--- src/rtl/scmi_irq_arbiter.sv ---
// Purpose: latch mailbox irq pulses into pending bits, raise one level irq, round-robin claim/complete.
// Latency: pulse at t -> irq_o at t+1; claim/complete handshakes take effect on the next cycle.
// Backpressure: claim_ready_o low while a channel is in service; pending pulses are held, repeats counted as drops.
module scmi_irq_arbiter #(
    parameter int NumChannels = 4,
    parameter int CntWidth    = 8,
    localparam int IdWidth    = (NumChannels > 1) ? $clog2(NumChannels) : 1
) (
    input  logic                   clk_i,
    input  logic                   rst_ni,
    input  logic [NumChannels-1:0] irq_pulse_i,
    input  logic [NumChannels-1:0] enable_i,
    output logic                   irq_o,
    input  logic                   claim_valid_i,
    output logic                   claim_ready_o,
    output logic [IdWidth-1:0]     claim_id_o,
    input  logic                   complete_valid_i,
    input  logic [IdWidth-1:0]     complete_id_i,
    output logic                   active_o,
    output logic [IdWidth-1:0]     active_id_o,
    output logic                   err_o,
    output logic [CntWidth-1:0]    drop_cnt_o,
    input  logic                   drop_clr_i
);

    typedef enum logic [0:0] {
        ST_IDLE   = 1'b0,
        ST_ACTIVE = 1'b1
    } state_e;

    localparam logic [CntWidth-1:0] CntMax = {CntWidth{1'b1}};

    state_e                   state_q, state_d;
    logic [NumChannels-1:0]   pending_q, pending_d;
    logic [IdWidth-1:0]       rr_ptr_q, rr_ptr_d;
    logic [IdWidth-1:0]       active_id_q, active_id_d;
    logic [CntWidth-1:0]      drop_cnt_q, drop_cnt_d;
    logic                     err_q, err_d;

    logic [NumChannels-1:0]   eligible;
    logic [NumChannels-1:0]   claim_clr;
    logic [IdWidth-1:0]       sel_id;
    logic                     sel_found;
    logic [IdWidth:0]         cand;
    logic                     claim_fire;
    logic                     complete_fire;

    assign eligible = pending_q & enable_i;

    // Round-robin pick: first eligible channel at or above rr_ptr_q, wrapping.
    always_comb begin
        sel_id    = '0;
        sel_found = 1'b0;
        cand      = '0;
        for (int k = 0; k < NumChannels; k++) begin
            cand = {1'b0, rr_ptr_q} + (IdWidth+1)'(k);
            if (cand >= (IdWidth+1)'(NumChannels)) begin
                cand = cand - (IdWidth+1)'(NumChannels);
            end
            if (!sel_found && eligible[cand[IdWidth-1:0]]) begin
                sel_found = 1'b1;
                sel_id    = cand[IdWidth-1:0];
            end
        end
    end

    assign irq_o         = (state_q == ST_IDLE) && (|eligible);
    assign claim_ready_o = irq_o;
    assign claim_id_o    = sel_id;
    assign active_o      = (state_q == ST_ACTIVE);
    assign active_id_o   = active_id_q;
    assign err_o         = err_q;
    assign drop_cnt_o    = drop_cnt_q;

    assign claim_fire    = claim_valid_i && claim_ready_o;
    assign complete_fire = (state_q == ST_ACTIVE) && complete_valid_i
                           && (complete_id_i == active_id_q);

    // FSM next state, service bookkeeping and illegal-complete detection.
    always_comb begin
        state_d     = state_q;
        rr_ptr_d    = rr_ptr_q;
        active_id_d = active_id_q;
        err_d       = 1'b0;
        unique case (state_q)
            ST_IDLE: begin
                if (claim_fire) begin
                    state_d     = ST_ACTIVE;
                    active_id_d = sel_id;
                end
                // A complete with nothing in service is always illegal.
                if (complete_valid_i) begin
                    err_d = 1'b1;
                end
            end
            ST_ACTIVE: begin
                if (complete_fire) begin
                    state_d     = ST_IDLE;
                    active_id_d = '0;
                    rr_ptr_d    = (active_id_q == IdWidth'(NumChannels - 1))
                                  ? '0 : active_id_q + 1'b1;
                end else if (complete_valid_i) begin
                    err_d = 1'b1;
                end
            end
            default: begin
                state_d = ST_IDLE;
            end
        endcase
    end

    // Pending latch: claim clears its bit, a same-cycle pulse re-sets it.
    always_comb begin
        claim_clr = '0;
        for (int i = 0; i < NumChannels; i++) begin
            if (claim_fire && (sel_id == IdWidth'(i))) begin
                claim_clr[i] = 1'b1;
            end
        end
        pending_d = (pending_q & ~claim_clr) | irq_pulse_i;
    end

    // Drop counter: one count per pulse landing on a bit that stays pending, saturating; clear wins.
    always_comb begin
        drop_cnt_d = drop_cnt_q;
        for (int i = 0; i < NumChannels; i++) begin
            if (irq_pulse_i[i] && pending_q[i] && !claim_clr[i] && (drop_cnt_d != CntMax)) begin
                drop_cnt_d = drop_cnt_d + 1'b1;
            end
        end
        if (drop_clr_i) begin
            drop_cnt_d = '0;
        end
    end

    // State registers; reset discards all pending and in-service state.
    always_ff @(posedge clk_i or negedge rst_ni) begin
        if (!rst_ni) begin
            state_q     <= ST_IDLE;
            pending_q   <= '0;
            rr_ptr_q    <= '0;
            active_id_q <= '0;
            drop_cnt_q  <= '0;
            err_q       <= 1'b0;
        end else begin
            state_q     <= state_d;
            pending_q   <= pending_d;
            rr_ptr_q    <= rr_ptr_d;
            active_id_q <= active_id_d;
            drop_cnt_q  <= drop_cnt_d;
            err_q       <= err_d;
        end
    end

endmodule

--- config.mk ---
export PLATFORM = sky130hd
export DESIGN_NAME = scmi_irq_arbiter
export DESIGN_NICKNAME = d
export VERILOG_FILES = /design/src/rtl/scmi_irq_arbiter.sv
export SDC_FILE = /design/constraint.sdc
export NUM_CORES = 1
export LEC_CHECK = 0
export ABC_AREA = 1
export ABC_CLOCK_PERIOD_IN_PS = 4450
export CORE_MARGIN = 2
export CORE_UTILIZATION = 57
export DETAILED_ROUTE_END_ITERATION = 12
export GPL_TIMING_DRIVEN = 0
export PLACE_DENSITY = 0.81
export RECOVER_POWER = 100
export SYNTH_ARGS = -nofsm -noshare
export SYNTH_HDL_FRONTEND = slang
export SYNTH_SLANG_ARGS = --single-unit
export TNS_END_PERCENT = 1
--- constraint.sdc ---
create_clock -name clk_i -period 4.45 [get_ports clk_i]
set_input_delay 0.89 -clock clk_i [delete_from_list [all_inputs] [get_ports clk_i]]
set_output_delay 0.89 -clock clk_i [all_outputs]
set_load 0.05 [all_outputs]
==> results of run 1 <==
where the power goes:
group / internal, W / switching [W]
Sequential: 0.000224 / 0.0000777
Combinational: 0.000903 / 0.00159
Clock: 0.0000786 / 0.0000540
Total: 0.00120 / 0.00172
timing repair:
item,CTS,global route
setup endpoints to repair,8,8
pin swaps,34,46
hold buffers,0,0
resized for setup,39,39
buffers inserted,31,12
cloned,0,0
synth_stat cells, drive strengths merged:
master	instances	area share (%)
nand3	49	14
or2	1	0.26
ha	5	2.6
nand4	11	2.9
buf	4	1.7
nor3	1	0.21
and2	1	0.26
nand2	171	32
xor2	5	1.8
clkinv	1	0.16
o21bai	1	0.31
inv	45	7.4
a21o	1	0.31
o31ai	2	0.63
o21ai	13	3.0
a21oi	5	1.4
o22ai	2	0.52
a211oi	1	0.31
nor2	44	10
dfrtp	18	19
nand3b	3	0.94
a41oi	1	0.37
cell families after synthesis:
| group | Yosys count | share of synthesized area (%) |
|---|---|---|
| AOI/OAI and AO/OA | 26 | 6.837 |
| DFF | 18 | 18.79 |
| and+or+nand+nor | 281 | 60.70 |
| buffers and inverters | 50 | 9.238 |
| xor gates and xnor gates | 5 | 1.827 |
| adders and majority gates | 5 | 2.610 |
worst max-delay path: cells and delay by family, from the launching register on:
| kind | cells | cell delay [ns] |
|---|---|---|
| AOI/OAI and AO/OA | 2 | 0.38 |
| adders and majority gates | 4 | 0.69 |
| buffers and inverters | 2 | 0.36 |
| DFF | 1 | 0.46 |
| and+or+nand+nor | 21 | 2.29 |
layer usage:
| layer | vias to the layer above | global-route usage (%) | part of all wire (%) |
|---|---|---|---|
| li1 | 1386 | - | - |
| met1 | 1328 | 40.18 | 42 |
| met2 | 132 | 46.88 | 49 |
| met3 | 25 | 2.110 | 7.0 |
| met4 | 0 | 6.127 | 1.9 |
| met5 | - | 0 | 0 |
state kept, by name, summed over array words and instances (netlist names):
name	count
pending_q	4
drop_cnt_o	8
err_o	1
rr_ptr_q	2
active_id_o	2
active_o	1
layout make-up:
type,instances,area share [%]
Tap cell,50,1.836
Clock buffer,4,1.616
Timing Repair Buffer,73,17.81
Inverter,46,5.472
Buffer,4,1.322
Multi-Input combinational cell,317,58.72
Sequential cell,18,13.22
how the worst max path moves through the flow:
stage	from	end	slack, ns	depth (start not counted)
floorplan	enable_i[0]	drop_cnt_o[0]	0.01	28
global placement	enable_i[3]	drop_cnt_o[0]	-0.77	35
detailed placement	enable_i[3]	drop_cnt_o[0]	-0.88	35
CTS	enable_i[3]	drop_cnt_o[0]	0.15	33
global route	drop_cnt_o[0]	drop_cnt_o[0]	-0.09	29
finish	drop_cnt_o[1]	drop_cnt_o[0]	0.15	29
metrics by stage:
stage	utilization [%]	TNS, ns	setup slack, ns	cell area (um2)
final	84.57	0	0.1512	3407
after global routing	84.57	-0.3976	-0.08898	3407
after CTS	80.09	0	0.1472	3227
after detailed placement	69.78	-6.772	-0.8830	2811
after global placement	69.78	-5.912	-0.7720	2811
after floorplan	-	0	0.01219	2449
layout by cell type, fill, tap and decap left out, types with 2 or more instances in the layout:
| cell type | instances |
|---|---|
| sky130_fd_sc_hd__buf_6 | 3 |
| sky130_fd_sc_hd__xor2_1 | 5 |
| sky130_fd_sc_hd__o31ai_1 | 2 |
| sky130_fd_sc_hd__inv_6 | 2 |
| sky130_fd_sc_hd__nand3b_1 | 3 |
| sky130_fd_sc_hd__nor2_2 | 8 |
| sky130_fd_sc_hd__nand2_2 | 47 |
| sky130_fd_sc_hd__clkbuf_2 | 4 |
| sky130_fd_sc_hd__dlygate4sd3_1 | 18 |
| sky130_fd_sc_hd__ha_4 | 3 |
| sky130_fd_sc_hd__dfrtp_1 | 18 |
| sky130_fd_sc_hd__a21oi_2 | 2 |
| sky130_fd_sc_hd__o21ai_4 | 2 |
| sky130_fd_sc_hd__nand3_4 | 4 |
| sky130_fd_sc_hd__buf_4 | 43 |
| sky130_fd_sc_hd__nand3_1 | 29 |
| sky130_fd_sc_hd__ha_1 | 2 |
| sky130_fd_sc_hd__nand2_4 | 18 |
| sky130_fd_sc_hd__o21ai_1 | 2 |
| sky130_fd_sc_hd__o22ai_1 | 2 |
| sky130_fd_sc_hd__inv_2 | 8 |
| sky130_fd_sc_hd__o21ai_0 | 8 |
| sky130_fd_sc_hd__a21oi_1 | 3 |
| sky130_fd_sc_hd__nor2_4 | 10 |
| sky130_fd_sc_hd__clkbuf_8 | 4 |
| sky130_fd_sc_hd__nand3_2 | 16 |
| sky130_fd_sc_hd__inv_1 | 35 |
| sky130_fd_sc_hd__nand2_1 | 106 |
| sky130_fd_sc_hd__nor2_1 | 25 |
| sky130_fd_sc_hd__nand4_1 | 11 |
| sky130_fd_sc_hd__clkdlybuf4s50_1 | 8 |
==> metrics.cfg, run 1 <==
[status]
status = finished, final reports clean

[global_route]
initial_antenna_violation_count = 0
grt_first_pass_wirelength_mm = 10.21
grt_pass1_vias = 2316
overflow = 0
grt_max_degree = 19
gr-usage-all-layers_pct = 28.21

[worst_setup_path]
path_class = reg -> reg
r2r_cells = 29
r2r_slack_ns = 0.15
timing.rr.start = drop_cnt_o[1]
start_kind = register
end_kind = register
critical_path.slowest_cell = sky130_fd_sc_hd__dfrtp_1
arrival_ns = 4.45
critical_path_peak_fanout = 10
critPathMaxStageDelay_ns = 0.46
crit_required_ns = 4.60
crit_path_frequent_cell = sky130_fd_sc_hd__nand2_4
worst_r2r_endpoint = drop_cnt_o[0]

[place]
place.gp.congestion = 0.8884
port_buffers = 30
detailed_place_hpwl_mm = 4.799
place.detailed.instances = 465

[layout]
post_layout_nonfiller_instances = 512
area_delta_synth_final_pct = 42.12
n_antenna_cell = 0
fillerInstances = 244
area.sequential_um2 = 450.4
multi_input_comb_area_um2 = 2001
final_net_count = 483
layout_cells_sized_above_1_pct = 38.96

[routing]
routedWlPerCell_um = 14.89
routed_wl_mm = 7.624
ant_nets = 0
first_pass_iters = 5
drc = 0
routed_via_density = 5.607
drtIter0Drc = 398
vias = 2871

[floorplan]
fp-row-count = 23
floorplan.die_area_um2 = 4740
design.portCount = 31
core_area_um2 = 4029
chipHeight_um = 68.85
initial_core_util_pct = 59.50
die_w_um = 68.85

[synthesis]
yosys_register_bits = 18
synth_fp_nets = 405
mappedNetlistArea_um2 = 2397
ys_types = 36
yosysWarnings = 0
synthesis.instances = 385
synth_sequential_area_ratio_pct = 18.79
syn-mean-instance-area_um2 = 6.227

[sta]
number_of_slew_limit_violations_in_the_final_report = 0
final.hold.worst_slack_ns = 0.5438
finClkSkew_ns = 0.005975
maxSlewHeadroom_pct = 46.29
final_setup_viols = 0
fmax_ghz = 0.2326
max_slew.worst_pin.slew_ns = 0.8030
finalHoldViolCount = 0
final.period_utilization_pct = 96.60
finalWorstPathRequiredPeriod_ns = 4.299

[clock_network]
clock-root-buffer = sky130_fd_sc_hd__clkbuf_8
clock_tree.buffer_depth = 2
total_cts_buffers = 3
tritoncts = yes
cts.htree.levels = 1
clkLatencyLatePin_ns = 0.25
cts.sink_count = 18
cts.clk_slew.worst_paths_ns = 0.07

[pwr]
totalPowerFinal_w = 0.002922
power-per-cell-area_nw_per_um2 = 857.6
peakVddDrop_mv = 0.5022
cellLeakagePower_nw = 1.713

[worst_hold_path]
holdPathEnd = rr_ptr_q[0]
timing.hold.worst_path_depth = 1
timing.hold.worst.class = reg -> reg
timing.hold.worst.start = active_id_o[0]

[flow_run]
cap_violations = 0

Note: power is estimated with default switching activity, not from simulation.
==> run 2: changes to the inputs <==
--- a/config.mk
+++ b/config.mk
@@ -7,11 +7,13 @@
 export LEC_CHECK = 0
 export ABC_AREA = 1
 export ABC_CLOCK_PERIOD_IN_PS = 4450
+export CELL_PAD_IN_SITES_DETAIL_PLACEMENT = 1
+export CELL_PAD_IN_SITES_GLOBAL_PLACEMENT = 2
 export CORE_MARGIN = 2
-export CORE_UTILIZATION = 57
+export CORE_UTILIZATION = 30
 export DETAILED_ROUTE_END_ITERATION = 12
 export GPL_TIMING_DRIVEN = 0
-export PLACE_DENSITY = 0.81
+export PLACE_DENSITY = 0.8
 export RECOVER_POWER = 100
 export SYNTH_ARGS = -nofsm -noshare
 export SYNTH_HDL_FRONTEND = slang
==> run 2 against run 1 <==
Via count down 2.1%. Cell count up 12%. Worst setup slack worse by 0.043 ns. Clock-buffer cell count unchanged. Critical path depth up 3. Maximum frequency down 0.99%. Core utilization down 37 points. Clock skew about the same. Design area up 8.1%. Wire length up 17%. Worst hold slack worse by 0.019 ns.
==> metrics.cfg, run 2 (same netlist as run 1, synthesis figures left out) <==
[pwr]
power_frac_seq_pct = 9.9  ; -0.4 points
cellLeakagePower_nw = 1.792  ; +4.6%
sw_power_w = 0.001805  ; +5.1%
p_comb_share_pct = 85.5  ; +0.4 points
p_int_w = 0.001282  ; +6.4%
totalPowerFinal_w = 0.003087  ; +5.7%
switching_share_pct = 58.47  ; -0.30 points
power_frac_clock_pct = 4.5  ; about the same
peakVddDrop_mv = 0.2104  ; -58%
power-per-cell-area_nw_per_um2 = 838.4  ; -2.2%

[floorplan]
floorplan.die_area_um2 = 8722  ; +84%
core_area_um2 = 7727  ; +92%
die_w_um = 93.39  ; +36%
design.portCount = 31  ; unchanged
fp-row-count = 32  ; +39%
chipHeight_um = 93.39  ; +36%
initial_core_util_pct = 31.02  ; -28 points

[worst_setup_path]
critical_path.slowest_cell = sky130_fd_sc_hd__o21ai_4
crit_required_ns = 4.60  ; about the same
critPathMaxStageDelay_ns = 0.20  ; -0.26 ns
arrival_ns = 4.49  ; +0.04 ns
critical_path_peak_fanout = 8  ; -2
start_kind = input port
end_kind = register
crit_path_frequent_cell = sky130_fd_sc_hd__nand2_4
path_class = in -> reg

[global_route]
initial_antenna_violation_count = 0  ; unchanged
global_route.usage.met2_pct = 33.33  ; -14 points
grtUsageMet3_pct = 1.450  ; -0.66 points
gr-usage-all-layers_pct = 19.44  ; -8.8 points
overflow = 0  ; unchanged
grt_first_pass_wirelength_mm = 13.46  ; +32%
grt-busiest-layer = met2
grt_pass1_vias = 2763  ; +19%
met1_usage_pct = 26.10  ; -14 points
grt_max_degree = 19  ; unchanged

[sta]
finalHoldViolCount = 0  ; unchanged
final.period_utilization_pct = 97.57  ; +0.97 points
final_setup_viols = 0  ; unchanged
finClkSkew_ns = 0.006063  ; +0.00008792 ns
postLayoutSetupSlackWorst_ns = 0.1081  ; -0.04308 ns
max_slew.worst_pin.slew_ns = 0.8304  ; +0.02732 ns
fmax_ghz = 0.2303  ; -0.99%
maxSlewHeadroom_pct = 44.46  ; -1.8 points
final.hold.worst_slack_ns = 0.5244  ; -0.01941 ns
finalWorstPathRequiredPeriod_ns = 4.342  ; +0.04308 ns
number_of_slew_limit_violations_in_the_final_report = 0  ; unchanged

[layout]
final_net_count = 492  ; +1.9%
n_antenna_cell = 0  ; unchanged
largest_reg_flops = 8  ; unchanged
fin_util_pct = 47.65  ; -37 points
layout_cells_sized_above_1_pct = 41.19  ; +2.2 points
most-common-layout-cells = sky130_fd_sc_hd__nand2_1, sky130_fd_sc_hd__buf_4, sky130_fd_sc_hd__nand2_2, sky130_fd_sc_hd__inv_1, sky130_fd_sc_hd__nand2_4
mostFrequentLayoutCell = sky130_fd_sc_hd__nand2_1
layout.cell_area.non_filler_um2 = 3682  ; +8.1%
area_delta_synth_final_pct = 53.60

[flow_run]
cap_violations = 0  ; unchanged

[routing]
drtIter0Drc = 53  ; -87%
drc = 0  ; unchanged
routed_via_density = 4.904  ; -13%
routedWlPerCell_um = 15.57  ; +4.5%
ant_nets = 0  ; unchanged
vias = 2810  ; -2.1%
first_pass_iters = 4  ; -1
routed_wl_mm = 8.919  ; +17%

[clock_network]
total_cts_buffers = 3  ; unchanged
cts_hold_repair.buffers = 0  ; unchanged
cts.clk_slew.worst_paths_ns = 0.07  ; about the same
cts.sink_count = 18  ; unchanged
tritoncts = yes
clock-root-buffer = sky130_fd_sc_hd__clkbuf_8
clkLatencyLatePin_ns = 0.26  ; about the same
clock_tree.buffer_depth = 2  ; unchanged
cts.htree.levels = 1  ; unchanged

[place]
port_buffers = 30  ; unchanged
detailed_place_hpwl_mm = 6.095  ; +27%
placed_cell_area_um2 = 2877  ; +2.3%
place.gp.congestion = 0.8317  ; -6.4%
dpl_worst_slack_ns = -1.039  ; -0.1562 ns

[status]
status = finished, final reports clean

[worst_hold_path]
timing.hold.worst.class = reg -> reg

==> run 2: cell types whose count changed in the layout (fill, tap and decap cells not counted), sizes merged <==
cell,change
dlygate4sd3,-16
buf,+11
clkbuf,-3
nand2,+1
clkdlybuf4s50,+16
==> run 2: path summary, 6_finish.rpt <==
path	slack (ns)	start	end	cells after the start
setup / recovery	0.11	enable_i[2]	drop_cnt_o[0]	32
hold / removal	0.52	active_id_o[0]	rr_ptr_q[0]	1
setup reg to reg	0.21	rr_ptr_q[1]	drop_cnt_o[0]	33
hold reg to reg	0.52	active_id_o[0]	rr_ptr_q[0]	1
max in group asynchronous	2.77	rst_ni	drop_cnt_o[6]	1
min in group asynchronous	1.17	rst_ni	rr_ptr_q[1]	1
==> run 2: cell type report <==
cell class	instances	area, um2
timing repair buffer	81	690.7
fill	987	4045
sequential	18	450.4
inverter	46	186.4
buffer	4	48.80
clock buffer	4	55.05
tap	102	127.6
multi-input combinational	318	2123
==> run 2: critical path, delay by kind of cell <==
| family | cells | cell delay [ns] |
|---|---|---|
| fa+ha+maj | 2 | 0.33 |
| compound gates | 2 | 0.39 |
| buf+inv | 6 | 0.69 |
| simple gates | 22 | 2.20 |
==> run 2: routing by layer <==
metal	vias up	share of wire, %
li1	1410	-
met1	1360	45
met2	32	52
met3	8	1.7
met5	-	0
met4	0	1.3
==> run 2: power by group through the flow <==
| stage | Sequential (W) | Clock (W) | Combinational, W |
|---|---|---|---|
| 2_1_floorplan | 0.000424 | 0 | 0.00136 |
| 3_5_place_dp | 0.000303 | 0 | 0.00198 |
| 6_report | 0.000307 | 0.000139 | 0.00264 |
| 3_3_place_gp | 0.000303 | 0 | 0.00194 |
| 4_1_cts | 0.000302 | 0.000141 | 0.00233 |
| 5_1_grt | 0.000317 | 0.000150 | 0.00286 |
==> run 2: timing repair <==
action / in CTS / in global routing
gates resized for setup: 46 / 62
buffers inserted: 34 / 17
cloned: 1 / 0
endpoints found under the setup margin: 8 / 8
pin swaps: 37 / 58
==> run 2: metrics by stage <==
step / std cells / setup TNS [ns]
final: 573 / 0
after global routing: 573 / -0.6686
after floorplan: 385 / 0
after global placement: 517 / -7.786
after detailed placement: 517 / -8.027
after CTS: 556 / 0
==> run 3: changes to the inputs <==
--- a/config.mk
+++ b/config.mk
@@ -6,7 +6,6 @@
 export NUM_CORES = 1
 export LEC_CHECK = 0
 export ABC_AREA = 1
-export ABC_CLOCK_PERIOD_IN_PS = 4450
 export CELL_PAD_IN_SITES_DETAIL_PLACEMENT = 1
 export CELL_PAD_IN_SITES_GLOBAL_PLACEMENT = 2
 export CORE_MARGIN = 2
@@ -15,6 +14,7 @@
 export GPL_TIMING_DRIVEN = 0
 export PLACE_DENSITY = 0.8
 export RECOVER_POWER = 100
+export REMOVE_ABC_BUFFERS = 1
 export SYNTH_ARGS = -nofsm -noshare
 export SYNTH_HDL_FRONTEND = slang
 export SYNTH_SLANG_ARGS = --single-unit
==> run 3 against run 2 <==
Non-clock buffer count decreased by 11. Critical path depth decreased by 5. Power decreased by 3.9%. Wire length decreased by 7.0%. Sequential cell count unchanged. Via count decreased by 2.4%. Design area decreased by 4.5%. Highest routed layer unchanged. Clock power decreased by 19%. Largest power group unchanged.
==> metrics.cfg, run 3 (same netlist as run 1, synthesis figures left out) <==
[worst_setup_path]
timing.rr.start = drop_cnt_o[1]
critPathBufInv = 4  ; -2
end_kind = register
critical_path.startpoint = irq_pulse_i[0]
start_kind = input port
critPathMaxStageDelay_ns = 0.45  ; +0.25 ns
path_class = in -> reg
r2r_cells = 30  ; -9.1%
critical_path.slowest_cell = sky130_fd_sc_hd__clkdlybuf4s50_1
critical_path_peak_fanout = 10  ; +2
worstSetupPathDepth = 27  ; -16%
path_delay_family = simple AND/OR/NAND/NOR gates
arrival_ns = 4.41  ; -0.08 ns
crit_required_ns = 4.62  ; +0.02 ns

[status]
status = finished, final reports clean

[layout]
largest_reg_flops = 8  ; unchanged
multi_input_comb_area_um2 = 2071  ; -2.5%
area.sequential_um2 = 451.7  ; +0.28%
final_net_count = 480  ; -2.4%
post_layout_nonfiller_instances = 560  ; -2.3%
area_delta_synth_final_pct = 46.71
fillerInstances = 992  ; +0.51%
layout_cells_sized_above_1_pct = 39.52  ; -1.7 points
n_antenna_cell = 0  ; unchanged
mostFrequentLayoutCell = sky130_fd_sc_hd__nand2_1
most-common-layout-cells = sky130_fd_sc_hd__nand2_1, sky130_fd_sc_hd__nand2_2, sky130_fd_sc_hd__buf_4

[sta]
max_slew.worst_pin.slew_ns = 0.8282  ; -0.002142 ns
final.period_utilization_pct = 95.26  ; -2.3 points
finalSetupTns_ns = 0  ; unchanged
finalWorstPathRequiredPeriod_ns = 4.239  ; -0.1027 ns
postLayoutSetupSlackWorst_ns = 0.2109  ; +0.1027 ns
finClkSkew_ns = 0.005687  ; -0.0003758 ns
maxSlewHeadroom_pct = 44.60  ; +0.14 points
number_of_slew_limit_violations_in_the_final_report = 0  ; unchanged
finalHoldViolCount = 0  ; unchanged
final.hold.worst_slack_ns = 0.5294  ; +0.005040 ns
fmax_ghz = 0.2359  ; +2.4%
final_setup_viols = 0  ; unchanged

[pwr]
switching_share_pct = 59.13  ; +0.66 points
p_int_w = 0.001213  ; -5.4%
cellLeakagePower_nw = 1.716  ; -4.2%
p_comb_share_pct = 85.4  ; about the same
peakVddDrop_mv = 0.2203  ; +4.7%
power-per-cell-area_nw_per_um2 = 843.9  ; +0.65%
power_frac_seq_pct = 10.8  ; +0.9 points
sw_power_w = 0.001755  ; -2.8%
totalPowerFinal_w = 0.002968  ; -3.9%
power_frac_clock_pct = 3.8  ; -0.7 points

[worst_hold_path]
timing.hold.worst_path_depth = 1  ; unchanged
timing.hold.worst.start = active_id_o[0]
timing.hold.worst.class = reg -> reg

[global_route]
gr-usage-all-layers_pct = 18.64  ; -0.81 points
grt_pass1_vias = 2766  ; +0.11%
initial_antenna_violation_count = 0  ; unchanged
grt_first_pass_wirelength_mm = 13.39  ; -0.51%
overflow = 0  ; unchanged
grt_max_degree = 19  ; unchanged

[clock_network]
total_cts_buffers = 3  ; unchanged
clkLatencyLatePin_ns = 0.25  ; about the same
cts.sink_count = 18  ; unchanged
cts.clk_slew.worst_paths_ns = 0.07  ; about the same
cts_hold_repair.buffers = 0  ; unchanged
cts.htree.levels = 1  ; unchanged
tritoncts = yes
clock_tree.buffer_depth = 2  ; unchanged
clock-root-buffer = sky130_fd_sc_hd__clkbuf_8

[floorplan]
design.portCount = 31  ; unchanged
fp-row-count = 32  ; unchanged
die_w_um = 93.39  ; unchanged
floorplan.die_area_um2 = 8722  ; unchanged
core_area_um2 = 7727  ; unchanged
chipHeight_um = 93.39  ; unchanged
initial_core_util_pct = 31.02  ; unchanged

[flow_run]
cap_violations = 0  ; unchanged

[place]
place.detailed.instances = 513  ; -0.77%
port_buffers = 30  ; unchanged
place.gp.congestion = 0.8312  ; about the same
detailed_place_hpwl_mm = 5.972  ; -2.0%
dpl_worst_slack_ns = -1.381  ; -0.3422 ns

[routing]
routedWlPerCell_um = 14.81  ; -4.9%
drtIter0Drc = 44  ; -17%
routed_via_density = 4.896  ; -0.15%
drc = 0  ; unchanged
first_pass_iters = 5  ; +1
ant_nets = 0  ; unchanged
routed_wl_mm = 8.293  ; -7.0%
vias = 2742  ; -2.4%

run 3: worst register-to-register path, delay by kind of cell, from the launching register on:
family / cells / cell delay (ns)
simple gates: 22 / 2.40
fa+ha+maj: 4 / 0.68
flops: 1 / 0.43
buf+inv: 3 / 0.42
compound gates: 1 / 0.15
run 3: power groups by stage:
stage / Combinational (W) / Clock [W] / Sequential (W)
2_1_floorplan: 0.00130 / 0 / 0.000433
3_3_place_gp: 0.00187 / 0 / 0.000311
3_5_place_dp: 0.00191 / 0 / 0.000313
4_1_cts: 0.00225 / 0.000118 / 0.000315
5_1_grt: 0.00277 / 0.000126 / 0.000332
6_report: 0.00253 / 0.000113 / 0.000320
run 3: per-layer routing:
metal  share of wire [%]  wire (um)  vias up  global-route usage (%)
met1                  46       3833     1333                   25.81
met5                   0          0        -                       0
met2                  52       4295       30                   32.31
met4                0.69         57        0                   3.064
met3                 1.3        107        6                   1.209
li1                    -          -     1373                       -
run 3: worst paths after layout:
kind	to	slack, ns
hold / removal	rr_ptr_q[0]	0.53
min in group asynchronous	pending_q[1]	1.17
setup / recovery	drop_cnt_o[6]	0.21
hold reg to reg	rr_ptr_q[0]	0.53
max in group asynchronous	rr_ptr_q[0]	2.71
setup reg to reg	drop_cnt_o[6]	0.28
run 3: per-stage QoR:
step / util [%] / instance area [um2]
6_report: 45.51 / 3517
5_1_grt: 45.51 / 3517
4_1_cts: 41.76 / 3227
3_5_place_dp: 36.03 / 2784
3_3_place_gp: 36.03 / 2784
2_1_floorplan: - / 2356
run 3: final cells by class:
class,count,area share (%)
well taps,102,3.629
clock buffers,3,1.174
inverters,46,5.229
repair buffers,74,18.25
flip-flops and latches,18,12.84
multi-input cells,317,58.88
run 3: what timing repair did:
| action | 4_1_cts | 5_1_grt |
|---|---|---|
| resized for setup | 56 | 50 |
| pin swaps | 33 | 52 |
| buffers inserted | 28 | 16 |
| setup endpoints to repair | 8 | 8 |
